`config.mk`:
```
export PLATFORM = sky130hd
export DESIGN_NAME = saa1099_bus_sched
export DESIGN_NICKNAME = d
export VERILOG_FILES = /design/src/rtl/saa1099_pkg.sv /design/src/rtl/saa1099_op_fifo.sv /design/src/rtl/saa1099_bus_sched.sv
export SDC_FILE = /design/constraint.sdc
export NUM_CORES = 1
export LEC_CHECK = 0
export CORE_UTILIZATION = 60
export DETAILED_ROUTE_END_ITERATION = 10
export PLACE_DENSITY_LB_ADDON = 0.3
export SLEW_MARGIN = 20
export SYNTH_ARGS = -nofsm -noshare
export SYNTH_HDL_FRONTEND = slang
export SYNTH_SLANG_ARGS = --single-unit
```
`constraint.sdc`:
```
create_clock -name clk_sys -period 3.9 [get_ports clk_sys]
set_clock_uncertainty 0.2 [all_clocks]
set_input_delay 0.78 -clock clk_sys [delete_from_list [all_inputs] [get_ports clk_sys]]
set_output_delay 0.78 -clock clk_sys [all_outputs]
set_load 0.05 [all_outputs]
```
`src/rtl/saa1099_pkg.sv`:
```
// Shared types for the SAA1099 write-port scheduler.
// Op bundle, scheduler states and well-known register numbers.
package saa1099_pkg;

  localparam logic [4:0] REG_ENV0 = 5'h18;
  localparam logic [4:0] REG_ENV1 = 5'h19;
  localparam logic [4:0] REG_CTRL = 5'h1C;

  typedef struct packed {
    logic       addr_only;
    logic [4:0] rsel;
    logic [7:0] data;
  } saa_op_t;

  typedef enum logic [2:0] {
    IDLE,
    ADDR_SETUP,
    ADDR_STROBE,
    ADDR_HOLD,
    DATA_SETUP,
    DATA_STROBE,
    DATA_HOLD
  } state_e;

endpackage

```
`src/rtl/saa1099_op_fifo.sv`:
```
// Sequencer op queue for the SAA1099 scheduler.
// Registered level/full; flush beats push; sticky overflow.
module saa1099_op_fifo
  import saa1099_pkg::*;
#(
  parameter int DEPTH = 16,
  localparam int LW = $clog2(DEPTH + 1)
) (
  input  logic          clk,
  input  logic          reset,
  input  logic          push,
  input  logic          pop,
  input  logic          flush,
  input  saa_op_t       din,
  output saa_op_t       dout,
  output logic          empty,
  output logic          full,
  output logic          overflow,
  output logic [LW-1:0] level
);

  localparam int AW = $clog2(DEPTH);

  saa_op_t       mem_q [DEPTH];
  logic [AW-1:0] wr_q, rd_q;
  logic [LW-1:0] level_q, level_d;
  logic          full_q, ovf_q;
  logic          do_push, do_pop;

  assign empty   = (level_q == '0);
  assign do_pop  = pop && !empty;
  // A pop in the same cycle frees the slot the push needs.
  assign do_push = push && (!full_q || do_pop);

  always_comb begin
    level_d = level_q;
    if (do_push && !do_pop)
      level_d = level_q + 1'b1;
    else if (!do_push && do_pop)
      level_d = level_q - 1'b1;
  end

  always_ff @(posedge clk) begin
    if (reset) begin
      wr_q    <= '0;
      rd_q    <= '0;
      level_q <= '0;
      full_q  <= 1'b0;
      ovf_q   <= 1'b0;
    end else if (flush) begin
      wr_q    <= '0;
      rd_q    <= '0;
      level_q <= '0;
      full_q  <= 1'b0;
    end else begin
      if (do_push) wr_q <= wr_q + 1'b1;
      if (do_pop)  rd_q <= rd_q + 1'b1;
      level_q <= level_d;
      full_q  <= (level_d == LW'(DEPTH));
      if (push && !do_push) ovf_q <= 1'b1;
    end
  end

  always_ff @(posedge clk) begin
    if (do_push && !flush && !reset)
      mem_q[wr_q] <= din;
  end

  assign dout     = mem_q[rd_q];
  assign full     = full_q;
  assign overflow = ovf_q;
  assign level    = level_q;

endmodule

```
`src/rtl/saa1099_bus_sched.sv`:
```
// SAA1099 write-port scheduler: CPU vs sequencer round-robin,
// address/data phase sequencing with last-address caching.
module saa1099_bus_sched
  import saa1099_pkg::*;
#(
  parameter int FIFO_DEPTH = 16,
  parameter int STROBE_LEN = 2,
  parameter int ADDR_CACHE = 1,
  localparam int LW = $clog2(FIFO_DEPTH + 1)
) (
  input  logic          clk_sys,
  input  logic          reset,
  input  logic          cpu_req,
  input  logic [4:0]    cpu_reg,
  input  logic [7:0]    cpu_data,
  input  logic          cpu_addr_only,
  output logic          cpu_ack,
  input  logic          seq_wr,
  input  logic [4:0]    seq_reg,
  input  logic [7:0]    seq_data,
  input  logic          seq_addr_only,
  input  logic          seq_flush,
  output logic          seq_full,
  output logic [LW-1:0] seq_level,
  output logic          seq_overflow,
  output logic          busy,
  output logic          saa_cs_n,
  output logic          saa_a0,
  output logic          saa_wr_n,
  output logic [7:0]    saa_din
);

  localparam int CW = $clog2(STROBE_LEN + 1);

  state_e        state_q, state_d;
  logic [CW-1:0] cnt_q, cnt_d;
  saa_op_t       op_q, op_d, fifo_dout;
  logic          cache_v_q, cache_v_d;
  logic [4:0]    cache_reg_q, cache_reg_d;
  logic          pref_cpu_q, pref_cpu_d;
  logic          cs_n_q, cs_n_d, wr_n_q, wr_n_d;
  logic          a0_q, a0_d;
  logic [7:0]    din_q, din_d;
  logic          fifo_empty, grant_cpu, grant_fifo;

  saa1099_op_fifo #(.DEPTH(FIFO_DEPTH)) u_fifo (
    .clk      (clk_sys),
    .reset    (reset),
    .push     (seq_wr),
    .pop      (grant_fifo),
    .flush    (seq_flush),
    .din      ({seq_addr_only, seq_reg, seq_data}),
    .dout     (fifo_dout),
    .empty    (fifo_empty),
    .full     (seq_full),
    .overflow (seq_overflow),
    .level    (seq_level)
  );

  always_comb begin
    state_d     = state_q;
    cnt_d       = cnt_q;
    op_d        = op_q;
    cache_v_d   = cache_v_q;
    cache_reg_d = cache_reg_q;
    pref_cpu_d  = pref_cpu_q;
    grant_cpu   = 1'b0;
    grant_fifo  = 1'b0;
    unique case (state_q)
      IDLE: begin
        if (cpu_req && (fifo_empty || pref_cpu_q))
          grant_cpu = 1'b1;
        else if (!fifo_empty)
          grant_fifo = 1'b1;
        if (grant_cpu || grant_fifo) begin
          op_d = grant_cpu ? {cpu_addr_only, cpu_reg, cpu_data}
                           : fifo_dout;
          pref_cpu_d = grant_fifo;
          // Address-only ops always strobe: they clock the envelope.
          if ((ADDR_CACHE != 0) && cache_v_q &&
              (op_d.rsel == cache_reg_q) && !op_d.addr_only)
            state_d = DATA_SETUP;
          else
            state_d = ADDR_SETUP;
        end
      end
      ADDR_SETUP: begin
        state_d = ADDR_STROBE;
        cnt_d   = '0;
      end
      ADDR_STROBE: begin
        if (cnt_q == CW'(STROBE_LEN - 1))
          state_d = ADDR_HOLD;
        else
          cnt_d = cnt_q + 1'b1;
      end
      ADDR_HOLD: begin
        cache_v_d   = 1'b1;
        cache_reg_d = op_q.rsel;
        state_d     = op_q.addr_only ? IDLE : DATA_SETUP;
      end
      DATA_SETUP: begin
        state_d = DATA_STROBE;
        cnt_d   = '0;
      end
      DATA_STROBE: begin
        if (cnt_q == CW'(STROBE_LEN - 1))
          state_d = DATA_HOLD;
        else
          cnt_d = cnt_q + 1'b1;
      end
      DATA_HOLD: state_d = IDLE;
      default:   state_d = IDLE;
    endcase

    // Bus pins are registered from the state being entered.
    cs_n_d = (state_d == IDLE);
    wr_n_d = !((state_d == ADDR_STROBE) || (state_d == DATA_STROBE));
    a0_d   = a0_q;
    din_d  = din_q;
    if (state_d == ADDR_SETUP) begin
      a0_d  = 1'b1;
      din_d = {3'b000, op_d.rsel};
    end else if (state_d == DATA_SETUP) begin
      a0_d  = 1'b0;
      din_d = op_d.data;
    end
  end

  always_ff @(posedge clk_sys) begin
    if (reset) begin
      state_q     <= IDLE;
      cnt_q       <= '0;
      op_q        <= '0;
      cache_v_q   <= 1'b0;
      cache_reg_q <= '0;
      pref_cpu_q  <= 1'b1;
      cs_n_q      <= 1'b1;
      wr_n_q      <= 1'b1;
      a0_q        <= 1'b0;
      din_q       <= '0;
    end else begin
      state_q     <= state_d;
      cnt_q       <= cnt_d;
      op_q        <= op_d;
      cache_v_q   <= cache_v_d;
      cache_reg_q <= cache_reg_d;
      pref_cpu_q  <= pref_cpu_d;
      cs_n_q      <= cs_n_d;
      wr_n_q      <= wr_n_d;
      a0_q        <= a0_d;
      din_q       <= din_d;
    end
  end

  assign cpu_ack  = grant_cpu && !reset;
  assign busy     = (state_q != IDLE);
  assign saa_cs_n = cs_n_q;
  assign saa_wr_n = wr_n_q;
  assign saa_a0   = a0_q;
  assign saa_din  = din_q;

endmodule
```
After elaboration in Yosys (flattened, before gate mapping)
Memory sizes are Yosys's and may differ from the RTL's. A register that Yosys moved wholly into a read port is not among the register bits.
Cells that the tools add are included.
- bitwise gates (word level): 1
- add/subtract/negate cells: 5
- magnitude comparators: 0
- $mul: 0
- shift-type cells: 0
- reduce and logical (&&, ||, !) cells: 36
- equal/unequal tests: 13
- divide/modulo/power cells: 0
- mux-type cells: 28
- operators by type and width (kind ; count):
    13-bit 2-to-1 mux ; 2
    5-bit 2-to-1 mux ; 4
    3-bit case mux with 6 select lines ; 1
    3-bit 2-to-1 mux ; 5
    14-bit 2-to-1 mux ; 1
    3-bit equality test, second input constant ; 4
    1-bit logical AND ; 11
    1-bit 2-to-1 mux ; 11
    3-bit by 2-bit equality test with 1-bit output, second input constant ; 3
    4-bit by 1-bit adder with 4-bit output, second input constant ; 2
    1-bit logical NOT ; 8
    4-bit 2-to-1 mux ; 2
    2-bit OR reduction ; 4
    3-bit by 1-bit equality test with 1-bit output, second input constant ; 2
    3-bit logical NOT ; 2
    2-bit AND reduction ; 3
    5-bit by 1-bit adder with 5-bit output, second input constant ; 1
    5-bit equality test ; 1
    5-bit equality test, second input constant ; 1
    5-bit logical NOT ; 1
    5-bit by 1-bit subtractor with 5-bit output, second input constant ; 1
    1-bit logical OR ; 4
    2-bit case mux with 2 select lines ; 1
    2-bit nonzero test ; 2
    6 further kinds ; 6
- word-level logic and storage cells: 102
- ROM bits: 0
- memories: 1
- bits in writable memories: 224
- bits in latches: 0
- bits in registers: 52
- memories (memory ; words ; bits a word ; rd ports ; clocked after Yosys merged registers in ; wr ports ; line ; text):
    u_fifo.mem_q ; 16 ; 14 ; 1 ; 1 ; 1 ; saa1099_op_fifo.sv:24 ; saa_op_t mem_q [DEPTH];

Longest topological paths before layout
Gate-level depths: netlist of run 1.
- depth after elaboration: 15
- depth in mapped cells: 11

Hierarchy
From an unflattened synthesis of run 1, not the netlist that was laid out.
- cells, all modules: 679
- area total of the unflattened synthesis: 11469.8 sq um
- by module, submodules not included (module ; area each (sq um) ; instances ; cells an instance):
    saa1099_op_fifo ; 9435.3 ; 1 ; 440
    saa1099_bus_sched ; 2034.5 ; 1 ; 239

Least setup slack after synthesis of run 1
OpenSTA, ideal clock, no wires.
- path type: reg-to-output
- start: register u_fifo.level_q[0] (netlist: u_fifo.level[0])
- end: output port cpu_ack
- arrival: 2.789 ns
- buffers on the path: 1
- stages on the path, launching flop included: 7
- required time: 2.920 ns
- slack: 0.131 ns
- cell sequence: dfxtp_1 > inv_1 > ha_1 > nor4b_1 > o21ai_1 > clkbuf_1 > nor3_1
- longest elaborated chain between the ends: 7
- RTL lines (element ; line ; text):
    start: declaration ; saa1099_op_fifo.sv:26 ; logic [LW-1:0] level_q, level_d;
    start signal: assignment ; saa1099_op_fifo.sv:58 ; level_q <= level_d;
    5-bit logical NOT ; saa1099_op_fifo.sv:30 ; assign empty = (level_q == '0);
    1-bit logical OR ; saa1099_bus_sched.sv:71 ; if (cpu_req && (fifo_empty || pref_cpu_q))
    1-bit logical AND ; saa1099_bus_sched.sv:71 ;
    1-bit 2-to-1 mux ; saa1099_bus_sched.sv:71 ;
    1-bit 2-to-1 mux (2 in series) ; saa1099_bus_sched.sv:69 ; unique case (state_q)
    1-bit logical AND ; saa1099_bus_sched.sv:156 ; assign cpu_ack = grant_cpu && !reset;
    end: declaration ; saa1099_bus_sched.sv:17 ; output logic cpu_ack,
No other way between the ends. The select of a mux whose other input is x is not followed.

Worst setup path after layout of run 1
Ends and elaborated chain as after synthesis.

==> results.md, run 1 <==
- Status: finished, final reports clean
- Final Non-Filler Cells: 1,087
- GP Congestion: 0.855
- Vias: 6,823
- Global route overflow: 0
- CP Capture Type: output pin
- Register area share after synthesis: 68.1%
- Placed insts: 1,038
- Crit path DAT: 2670 ps
- Clk Latency, worst-skew pair: 530 ps
- Static leakage: 4.39 nW
- Number of detailed-route iterations in the first pass: 5
- CTS tree: built
- H-tree depth: 1
- DRC: 0
- Synth warn: 0
- Pre-CTS WS: 451 ps
- Antenna violations before repair: 0
- Pins Over Slew Limit: 0
- PostCTS Resize Cnt: 0
- Die outline height: 141 um
- Mean Syn Cell Area: 15.4 um2
- CTS buffer count: 27
- Die ar.: 19,800 um2
- CP peak stage delay: 510 ps
- Post-synth EDFFs: 224
- CP Cell Sequence: inv_1, ha_1, nor4b_1, o21ai_1, buf_4, nor3_1, buf_12
- Worst EP required: 2920 ps
- Core box area: 18,800 um2
- Area grow syn2layout: 16.3%
- Final Hold Slack: 263 ps
- Slew at the pin closest to its max-slew limit: 723 ps
- Num ports: 53
- Final Cycle Share: 93.7%
- Largest net degree at the start of global routing: 35
- HP Class: register to register
- CP startpoint: u_fifo.level[0]
- Overall power: 0.00673 W
- Top post-synthesis cells by count: 224 x edfxtp_1, 73 x nor2_1, 56 x dfxtp_1
- Sink Count: 280
- VDD IR max: 0.000315 V
- Global-route wire length before repair: 38,300 um
- Mapped cell area: 11,500 um2
- Rel. slew slack: 51.7%
- CTS root buffer: clkbuf_16
- Placed wire-length estimate: 16,500 um
- Hold Crit Start: cache_v_q
- Ant. Diodes: 0
- Ys async rst share: 0%
- Mapped Nets: 788
- Clock Tree Buf Depth: 3
- Initial Util: 61.4%
- Postcts setup bufs: 0
- Area of the multi-input gates: 3400 um2
- Cells after Synth: 746
- Max Fclk: 0.274 GHz
- Slowest-stage cell, CP: nor4b_1
- Final hold violation count: 0
- PD cells: 503 nW/um2
- Max-capacitance violation count: 0
- Final setup margin: 247 ps
- Standard-cell row count: 50
- Clock-pin slew on the worst setup and hold paths: 60 ps
- Initial DRC Count: 618
- Total Routed Length: 24,900 um
- Port Buf Inserts: 52
- Yosys top cell area share: 58.4%
- Post-synthesis cell type count: 74
- Routed Antenna Nets: 0
- CP startpoint kind: register
- Synth area leaders: edfxtp_1 58%, dfxtp_1 9.7%, mux4_2 8.2%
- Fillers: 1,144
- Share of cells above drive strength 1: 18.6%
- Final #Nets: 875
- Avg WL per Cell: 22.9 um
- Hold buffer count at cts: 0
- Die width: 141 um
- Setup-failing EPs final: 0
- Number of synthesized register bits: 280
- Most numerous cell in the Yosys netlist: edfxtp_1
- Via density: 6.28
- Vias in the first global route: 6,819
- Most used DFF post-synth: edfxtp_1
- Reg area: 7850 um2
- Kind of critical path: register to output pin
- Tmin final: 3650 ps
- Area leader, netlist: edfxtp_1
- FF-to-FF Start: u_fifo.level[0]
- RSZ-0062 raised after global routing: no
- Total GRT Usage: 26.0%
- Post-Route Setup TNS: 0 ps
- CP Max Fanout: 13
-- worst max-delay path: cells and delay by family (launching register included) --
family                   cells  cell delay (ps)
flip-flops                   1              380
AO/OA/AOI/OAI                1              150
buffers and inverters        3              610
adder cells (fa/ha/maj)      1              190
AND/OR/NAND/NOR              2              820
-- report_power, final --
part           leakage [nW]  switching (W)  internal (W)
Sequential             2.47      0.0000527       0.00330
Clock                 0.458        0.00107       0.00162
Combinational          1.45       0.000439      0.000252
-- state kept, by name (all words and copies together), names as in the netlist, 2 cells and up, named ones only --
signal / cells
u_fifo.mem_q: 224
op_q: 14
saa_din: 8
cache_reg_q: 5
u_fifo.level: 5
u_fifo.rd_q: 4
u_fifo.wr_q: 4
state_q: 3
cnt_q: 2
-- final cells by class --
class | instances | share of cell area, %
Clock buffer | 34 | 5.61
Clock inverter | 15 | 1.32
Inverter | 12 | 0.336
Multi-Input combinational cell | 415 | 25.4
Sequential cell | 280 | 58.6
Tap cell | 234 | 2.19
Timing Repair Buffer | 97 | 6.58
-- final timing paths --
| check | end | slack, ps | cells after the start |
|---|---|---|---|
| setup / recovery | cpu_ack | 250 | 7 |
| hold / removal | cache_v_q | 260 | 2 |
| setup reg to reg | u_fifo.level[3] | 570 | 10 |
| hold reg to reg | cache_v_q | 260 | 2 |
-- cell usage in the layout, fill, tap and decap left out, types with 7 or more instances in the layout --
cell               n
a22oi_1           15
dfxtp_1           53
nand2_1           43
mux2i_1           49
nor2b_1            8
a211oi_1           9
edfxtp_1         224
ha_1               9
xnor2_1            7
nand3_1           16
inv_1             12
nor2_1            73
clkbuf_16         27
mux4_2            42
a21oi_1           34
buf_4             44
clkdlybuf4s50_1   51
o21ai_0           10
-- layer usage --
metal	wire, um	vias up	GRT usage (%)
met5	0	-	0
met4	575	0	7.72
met3	1590	49	3.23
met2	12100	288	43.3
met1	10600	3425	36.4
li1	-	3061	-
-- cells by family (layout without fill, tap and decap cells) --
group                    after synthesis  after routing  synth area share (%)
AND/OR/NAND/NOR                      187            187                  8.04
XOR/XNOR                              13             13                 0.988
flip-flops                           280            280                  68.1
adder cells (fa/ha/maj)                9              9                 0.977
multiplexers                          92             92                  12.6
AO/OA/AOI/OAI                        114            114                  6.93
buffers and inverters                 51            158                  2.40
-- per-stage QoR --
stage	area [um2]	util [%]
after global placement	12500	66.4
after CTS	13400	71.4
final	13400	71.4
after global routing	13400	71.4
after floorplan	11500	-
after detailed placement	12500	66.4
Note: power is estimated with default switching activity, not from simulation.
==> run 2, diff against run 1 <==
SKIP_CTS_REPAIR_TIMING = 1   (was not set)
==> results of run 2 <==
Same layout as run 1: the final DEF is identical, and so are final timing and power.
==> run 3, diff against run 2 <==
MAX_ROUTING_LAYER = met4   (was not set)
==> run 3 against run 2 <==
Fmax increased by 2.4%. Final area increased by 0.19%. Register-to-register slack improved by 20 ps. Combinational power increased by 2%. Die area unchanged. Non-clock buffer count decreased by 1. First-iteration DRC count decreased by 7.1%. Count of clock-buffer cells in the layout unchanged. Sequential power about the same. Via count increased by 0.79%. Critical path type unchanged. Largest power group unchanged.
==> results.md, run 3 (synthesis results as in run 1) <==
- Area of the multi-input gates: 3400 um2
- Met1 Track Usage GR: 37.1%
- RSZ-0062 raised after global routing: no
- Sink Count: 280
- GP Congestion: 0.906
- Antenna violations before repair: 0
- Final setup margin: 333 ps
- Die ar.: 19,800 um2
- Standard-cell row count: 50
- Kind of critical path: register to output pin
- VDD IR max: 0.000370 V
- Via density: 6.31
- Initial DRC Count: 574
- Post-Route Setup TNS: 0 ps
- CTS tree: built
- Placed wire-length estimate: 17,500 um
- Placed instance area: 12,500 um2
- GRT busiest layer: met2
- Pins Over Slew Limit: 0
- Vias: 6,877
- Vias in the first global route: 6,995
- Static leakage: 4.39 nW
- Rel. slew slack: 52.0%
- Clk Latency, worst-skew pair: 530 ps
- Final Cycle Share: 91.5%
- Met2 usage: 45.0%
- Final #Nets: 875
- CTS buffer count: 28
- Global route overflow: 0
- CP Capture Type: output pin
- Status: finished, final reports clean
- PD cells: 504 nW/um2
- Fin area: 13,400 um2
- Final hold violation count: 0
- Reg area: 7850 um2
- Share of cells above drive strength 1: 18.4%
- H-tree depth: 1
- Die width: 141 um
- Clock-pin slew on the worst setup and hold paths: 60 ps
- Max-capacitance violation count: 0
- Most flops, register: u_fifo.mem_q
- Total GRT Usage: 27.7%
- CP startpoint kind: register
- Die outline height: 141 um
- Most frequent cells in the layout: 224 x edfxtp_1, 73 x nor2_1, 53 x dfxtp_1
- GR Layer Usage met3: 4.11%
- HP Class: register to register
- Number of detailed-route iterations in the first pass: 5
- Largest net degree at the start of global routing: 51
- Max Fclk: 0.280 GHz
- Most common cell after layout, fill and taps aside: edfxtp_1
- Avg WL per Cell: 23.6 um
- Ant. Diodes: 0
- Global-route wire length before repair: 40,000 um
- Port Buf Inserts: 52
- Pre-CTS WS: 381 ps
- Area grow syn2layout: 16.5%
- Core box area: 18,800 um2
- Clock Tree Buf Depth: 3
- Routed Antenna Nets: 0
- Max reg flops: 224
- Slew at the pin closest to its max-slew limit: 721 ps
- Initial Util: 61.4%
- CTS root buffer: clkbuf_16
- Fillers: 1,154
- Total Routed Length: 25,700 um
- CP Max Fanout: 9
- Num ports: 53
- Tmin final: 3570 ps
- Crit path DAT: 2590 ps
- Setup-failing EPs final: 0
- DRC: 0
- Worst EP required: 2920 ps
[run 3: changes by cell type in the layout (fill, tap and decap cells not counted), moves of 2 or more]
cell,delta
clkbuf_1,+3
clkbuf_8,-5
clkinv_4,+3
clkinv_1,+2
clkbuf_16,+2
buf_4,-2
clkinv_2,-2
[run 3: where the power goes]
group	internal [W]	switching, W
combinational	0.000253	0.000449
sequential	0.00330	0.0000521
clock	0.00162	0.00108
[run 3: path summary, 6_finish.rpt]
path,startpoint,endpoint,slack (ps),cells past startpoint
min reg2reg,cache_v_q,cache_v_q,260,2
max,u_fifo.level[0],cpu_ack,330,7
max reg2reg,u_fifo.level[0],u_fifo.mem_q[8][11],590,10
min,cache_v_q,cache_v_q,260,2
[run 3: metal layers]
layer	wire (um)	up-vias	part of all wire (%)
met5	0	-	0
met4	639	0	2.5
met3	1900	55	7.4
met2	12700	311	50
met1	10400	3447	40
li1	-	3064	-
[run 3: area by class of cell]
cell class	instances	share of cell area, %
repair buffers	96	6.60
flip-flops and latches	280	58.5
multi-input cells	415	25.4
well taps	234	2.18
clock buffers	34	5.55
clock inverters	18	1.47
inverters	12	0.336
[run 3: worst max-delay path, stage by stage (launching register included)]
cell and delay, ps:
dfxtp_1 370, inv_1 180, ha_1 200, nor4b_2 330, o21ai_1 230, buf_4 240
nor3_1 320, buf_12 190
[run 3: metrics by stage]
step	cells	hold WS (ps)	power, W	util [%]
finish	1089	255	0.00676	71.5
global route	1089	284	0.00698	71.5
CTS	1089	257	0.00679	71.5
detailed placement	1037	249	0.00410	66.5
global placement	1037	245	0.00408	66.5
floorplan	746	222	0.00386	-
